<file path="config.mk">
export PLATFORM = sky130hd
export DESIGN_NAME = ofmaps_drain_scheduler
export DESIGN_NICKNAME = d
export VERILOG_FILES = /design/src/rtl/ofmaps_drain_scheduler.sv
export SDC_FILE = /design/constraint.sdc
export NUM_CORES = 1
export LEC_CHECK = 0
export BUFFER_PORTS_ARGS = -buffer_cell sky130_fd_sc_hd__buf_2
export CAP_MARGIN = 15
export CORE_MARGIN = 1.5
export CORE_UTILIZATION = 40
export CTS_BUF_LIST = sky130_fd_sc_hd__clkbuf_8
export DETAILED_ROUTE_END_ITERATION = 16
export GPL_TIMING_DRIVEN = 1
export HOLD_SLACK_MARGIN = 0.06
export PLACE_DENSITY = 0.75
export SLEW_MARGIN = 20
export SYNTH_ARGS = -nofsm -noshare
export SYNTH_HDL_FRONTEND = slang
export SYNTH_SLANG_ARGS = --single-unit
export TNS_END_PERCENT = 1
</file>
<file path="constraint.sdc">
create_clock -name clk -period 4.23 [get_ports clk]
set_clock_uncertainty 0.15 [all_clocks]
set_input_delay 0.846 -clock clk [delete_from_list [all_inputs] [get_ports clk]]
set_output_delay 0.846 -clock clk [all_outputs]
set_load 0.005 [all_outputs]
</file>
<file path="src/rtl/ofmaps_drain_scheduler.sv">
// Output feature-map drain scheduler.
// Walks the enabled MAC lanes over the shared lane-select result bus after each
// compute pass and streams one AXI4-Stream beat per lane, with tlast on the final
// lane of the pixel. It then pulses accumulator clear, counts pixels per layer,
// and builds the host-visible status word.
module ofmaps_drain_scheduler #(
    parameter int unsigned MAC_NUM              = 256,
    parameter int unsigned LANE_W               = 8,
    parameter int unsigned ACC_WIDTH            = 32,
    parameter int unsigned C_M_AXIS_TDATA_WIDTH = 32,
    parameter int unsigned PIX_W                = 18
) (
    input  logic                            clk,
    input  logic                            rst_n,
    input  logic                            layer_start,
    input  logic [PIX_W-1:0]                pixel_total,
    input  logic                            drain_start,
    input  logic [LANE_W:0]                 active_lanes,
    output logic [LANE_W-1:0]               lane_sel,
    input  logic [ACC_WIDTH-1:0]            lane_data,
    output logic                            acc_clear,
    output logic [C_M_AXIS_TDATA_WIDTH-1:0] m_axis_tdata,
    output logic                            m_axis_tvalid,
    input  logic                            m_axis_tready,
    output logic                            m_axis_tlast,
    output logic                            busy,
    output logic                            drain_done,
    output logic                            layer_done,
    input  logic                            status_clear,
    output logic [31:0]                     status
);

    typedef enum logic [2:0] {
        StIdle,
        StRead,
        StLoad,
        StSend,
        StClear
    } state_e;

    localparam logic [LANE_W:0] MacNumW = MAC_NUM[LANE_W:0];

    state_e                          state_q;
    logic [LANE_W-1:0]               idx_q;
    logic [LANE_W:0]                 n_q;
    logic [PIX_W-1:0]                count_q;
    logic [PIX_W-1:0]                total_q;
    logic [C_M_AXIS_TDATA_WIDTH-1:0] tdata_q;
    logic                            tvalid_q;
    logic                            tlast_q;
    logic                            done_sticky_q;
    logic                            err_sticky_q;

    logic [LANE_W:0]  n_clamped;
    logic             is_last_lane;
    logic [PIX_W-1:0] count_inc;
    logic             pixel_hit;
    logic             handshake;
    logic             proto_err;

    // Derived conditions shared by the FSM, the sticky bits and the outputs.
    always_comb begin
        n_clamped    = (active_lanes > MacNumW) ? MacNumW : active_lanes;
        is_last_lane = ({1'b0, idx_q} == (n_q - 1'b1));
        count_inc    = count_q + 1'b1;
        // pixel_total of zero means an unbounded layer: never terminates.
        pixel_hit    = (total_q != '0) && (count_inc == total_q);
        handshake    = tvalid_q && m_axis_tready;
        proto_err    = (state_q != StIdle) && (layer_start || drain_start);
    end

    // Drain sequencer: READ presents the lane, LOAD captures its result, SEND holds the beat.
    always_ff @(posedge clk or negedge rst_n) begin
        if (!rst_n) begin
            state_q  <= StIdle;
            idx_q    <= '0;
            n_q      <= '0;
            count_q  <= '0;
            total_q  <= '0;
            tdata_q  <= '0;
            tvalid_q <= 1'b0;
            tlast_q  <= 1'b0;
        end else begin
            unique case (state_q)
                StIdle: begin
                    // layer_start takes effect first so a coincident drain counts from zero.
                    if (layer_start) begin
                        total_q <= pixel_total;
                        count_q <= '0;
                    end
                    if (drain_start) begin
                        n_q     <= n_clamped;
                        idx_q   <= '0;
                        state_q <= (n_clamped == '0) ? StClear : StRead;
                    end
                end
                StRead: begin
                    state_q <= StLoad;
                end
                StLoad: begin
                    tdata_q  <= C_M_AXIS_TDATA_WIDTH'(lane_data);
                    tlast_q  <= is_last_lane;
                    tvalid_q <= 1'b1;
                    state_q  <= StSend;
                end
                StSend: begin
                    if (handshake) begin
                        tvalid_q <= 1'b0;
                        tlast_q  <= 1'b0;
                        if (tlast_q) begin
                            state_q <= StClear;
                        end else begin
                            idx_q   <= idx_q + 1'b1;
                            state_q <= StRead;
                        end
                    end
                end
                StClear: begin
                    count_q <= pixel_hit ? '0 : count_inc;
                    state_q <= StIdle;
                end
                default: begin
                    state_q <= StIdle;
                end
            endcase
        end
    end

    // Sticky status bits: a set in the same cycle as status_clear wins.
    always_ff @(posedge clk or negedge rst_n) begin
        if (!rst_n) begin
            done_sticky_q <= 1'b0;
            err_sticky_q  <= 1'b0;
        end else begin
            if ((state_q == StClear) && pixel_hit) begin
                done_sticky_q <= 1'b1;
            end else if (status_clear) begin
                done_sticky_q <= 1'b0;
            end
            if (proto_err) begin
                err_sticky_q <= 1'b1;
            end else if (status_clear) begin
                err_sticky_q <= 1'b0;
            end
        end
    end

    // Outputs decoded from registered state only.
    always_comb begin
        lane_sel      = idx_q;
        m_axis_tdata  = tdata_q;
        m_axis_tvalid = tvalid_q;
        m_axis_tlast  = tlast_q;
        busy          = (state_q != StIdle);
        acc_clear     = (state_q == StClear);
        drain_done    = (state_q == StClear);
        layer_done    = (state_q == StClear) && pixel_hit;
        status               = '0;
        status[0]            = busy;
        status[1]            = done_sticky_q;
        status[2]            = err_sticky_q;
        status[3 +: PIX_W]   = count_q;
    end

endmodule

</file>
==> metrics <==
Skew-Pair Late Insertion Delay=roughly 0.38 ns; reg2reg path depth=9; largest net degree at the start of global routing=62; Synth cell types=60; Ports=between 100 and 150; fin util=0.483; H-tree depth=3; Wirelength per Cell=15.6 um; normalized max-slew margin=0.471; register area share after synthesis=0.448; Max Clock Freq=approximately 0.25 GHz; Hold WC Path Type=register to register; asr flop ratio synth=1.00; clock sink total=slightly above 90; pwr/cell area=a little under 700 nW/um2; row count=around 40; DRT Pass-1 Iters=4; crit path cell chain=ha_1 > nand3_2 > o21ai_0 > o21ai_0 > or3b_1 > nor3_1 > nand3_1 > nor4_1 > buf_2; Slew Limit Fails=0; post-cts gate resize count=0; EDFF count, synth=0; Synth Register Bits=a little over 90; Synth top area share=0.448; final hold violation count=0; Die W=roughly 120 um; Yosys top cell by area=dfrtp_1; Crit-path slowest cell=dfrtp_1; cell mode on critical path=o21ai_0; die area=about 14000 um2; Core Box Area=between 10000 and 15000 um2; largest cells by area after synthesis=dfrtp_1 (45%), mux2_2 (11%), xnor2_1 (4.9%); Yosys Warn Count=0; Final TNS setup=0 ns; Worst Setup Start Kind=register; CTS Buf Count=9; DP Wirelength=between 9 and 10 mm; routed via count=roughly 4.2k; average vias per placed instance=about 5.3; hold path depth=1; mean post-synth cell area=between 10 and 15 um2; worst vdd rail ir drop=roughly 0.32 mV; grt ovf=0; Residual DRC=0; # port buffers=131; worst slew pin tran=around 0.79 ns; initial antenna violation count=0; total wire length=12.4 mm; Initial Utilization=0.409; status=complete, no violations; first-pass GRT wire length=between 15 and 20 mm; postcts setup bufs=0; Tcrit/Tclk final=0.952; min Tclk post-route=approximately 4.0 ns; CP Capture Type=primary output; crit path max fanout=10; Main synth FF type=dfrtp_1; CP Data Arrival Time=about 3.0 ns; worst r2r src=count_q[0]; max cap viols=0; area of the mapped netlist=~5100 um2; CTS tree=yes; critical path class=register to primary output; share of cells above drive strength 1=0.357; final setup vio count=0; antenna-violating nets left=0; Global Route Usage Sum=0.188; hold_buf cts=0; R2R setup slack=around 0.73 ns; CP required=3.23 ns; Lkg Pwr=about 0.0028 uW; clk slew on worst S/H paths=about 0.09 ns; Hold Path Sink=done_sticky_q; DRT iter0 DRCs=262; vias in the first global route=4001; Area Overhead vs Synth=18.0%; Final nets=around 680; ant diodes=0; clk root buf=clkbuf_8; HP Start=done_sticky_q; GP Congestion=roughly 0.9; unrepaired setup endpoints after global routing=false; clock tree buffer depth=2; die height=~120 um; Post-Syn Instances=between 500 and 600; FF-to-FF End=count_q[13]; critical path's largest stage delay=0.50 ns
[flip-flops by register name, indices dropped and copies added (netlist names)]
signal,count
m_axis_tvalid,1
n_q,9
lane_sel,8
state_q,3
count_q,18
done_sticky_q,1
err_sticky_q,1
m_axis_tlast,1
m_axis_tdata,32
total_q,18
[Yosys cell counts, types with 2 or more instances]
library cell	count
a21boi_0	3
buf_2	8
buf_4	16
and3_1	7
or4_1	5
nor2b_1	6
o2111ai_1	2
nor2_1	26
xnor2_1	29
o31ai_1	2
nor4_1	12
nand4_4	2
nor3_1	17
mux2_2	49
nor3b_1	3
o2bb2ai_1	2
and2_1	6
or3_1	6
a31oi_1	6
nand4_1	9
nor4_2	2
nand3b_1	8
xor2_1	16
a21o_1	2
nand2b_1	5
ha_1	3
nand2_1	41
nor3_2	11
dfrtp_1	92
clkbuf_1	15
nand3_1	17
inv_1	14
a21oi_1	10
o21ai_0	20
and4_1	4
[critical path: cells and delay by family (launching register included)]
family,cells,cell delay (ns)
AOI/OAI and AO/OA,2,0.43
DFF,1,0.50
and+or+nand+nor,5,1.26
buffers and inverters,1,0.18
adders and majority gates,1,0.29
[where the power goes]
part | internal (uW) | switching, uW
registers | 1270 | 456
logic | 920 | 867
clock network | 290 | 350
[worst max path at each step]
stage / from / to / cells past startpoint
global route: count_q[0] / layer_done / 9
finish: count_q[0] / layer_done / 9
CTS: count_q[0] / layer_done / 9
floorplan: count_q[0] / layer_done / 9
detailed placement: count_q[0] / layer_done / 9
global placement: count_q[0] / layer_done / 9
[cell type report]
type / instances / area, um2
repair buffers: 135 / 688
inverters: 14 / 52.6
multi-input cells: 364 / 2590
fillers: 1178 / 6500
clock inverters: 7 / 90.1
flip-flops and latches: 92 / 2300
well taps: 172 / 215
clock buffers: 9 / 124
[metal layers]
layer | share of wire | track usage
met3 | 0.056 | 0.0374
met5 | 0 | 0
met1 | 0.45 | 0.256
met2 | 0.47 | 0.288
met4 | 0.020 | 0.0902
[metrics by stage]
step	cells	worst slack [ns]	hold WS [ns]	area, um2	total power [uW]
after floorplan	511	0.984	0.305	5180	2920
after global placement	777	0.713	0.319	5850	3440
after global routing	793	0.0588	0.356	6070	4480
after detailed placement	777	0.650	0.324	5850	3520
final	793	0.202	0.335	6070	4150
after CTS	793	0.233	0.346	6070	4180
[cells by family after synthesis]
family	after synthesis	share of synthesized area
XOR/XNOR	45	0.0766
multiplexers	50	0.109
adder cells (fa/ha/maj)	3	0.00730
AO/OA/AOI/OAI	60	0.0754
buffers and inverters	55	0.0552
flip-flops	92	0.448
AND/OR/NAND/NOR	195	0.228
other	1	0.000729
[layout by cell type (no fill, tap or decap), types with 12 or more instances in the layout]
master,Yosys,layout
o21ai_0,20,20
mux2_2,49,49
nor3_1,17,17
xnor2_1,29,29
nor4_1,12,12
inv_1,14,14
nor2_1,26,26
xor2_1,16,16
nand2_1,41,41
dfrtp_1,92,92
nand3_1,17,17
buf_2,8,130
Power figures use the tool's default switching activity.
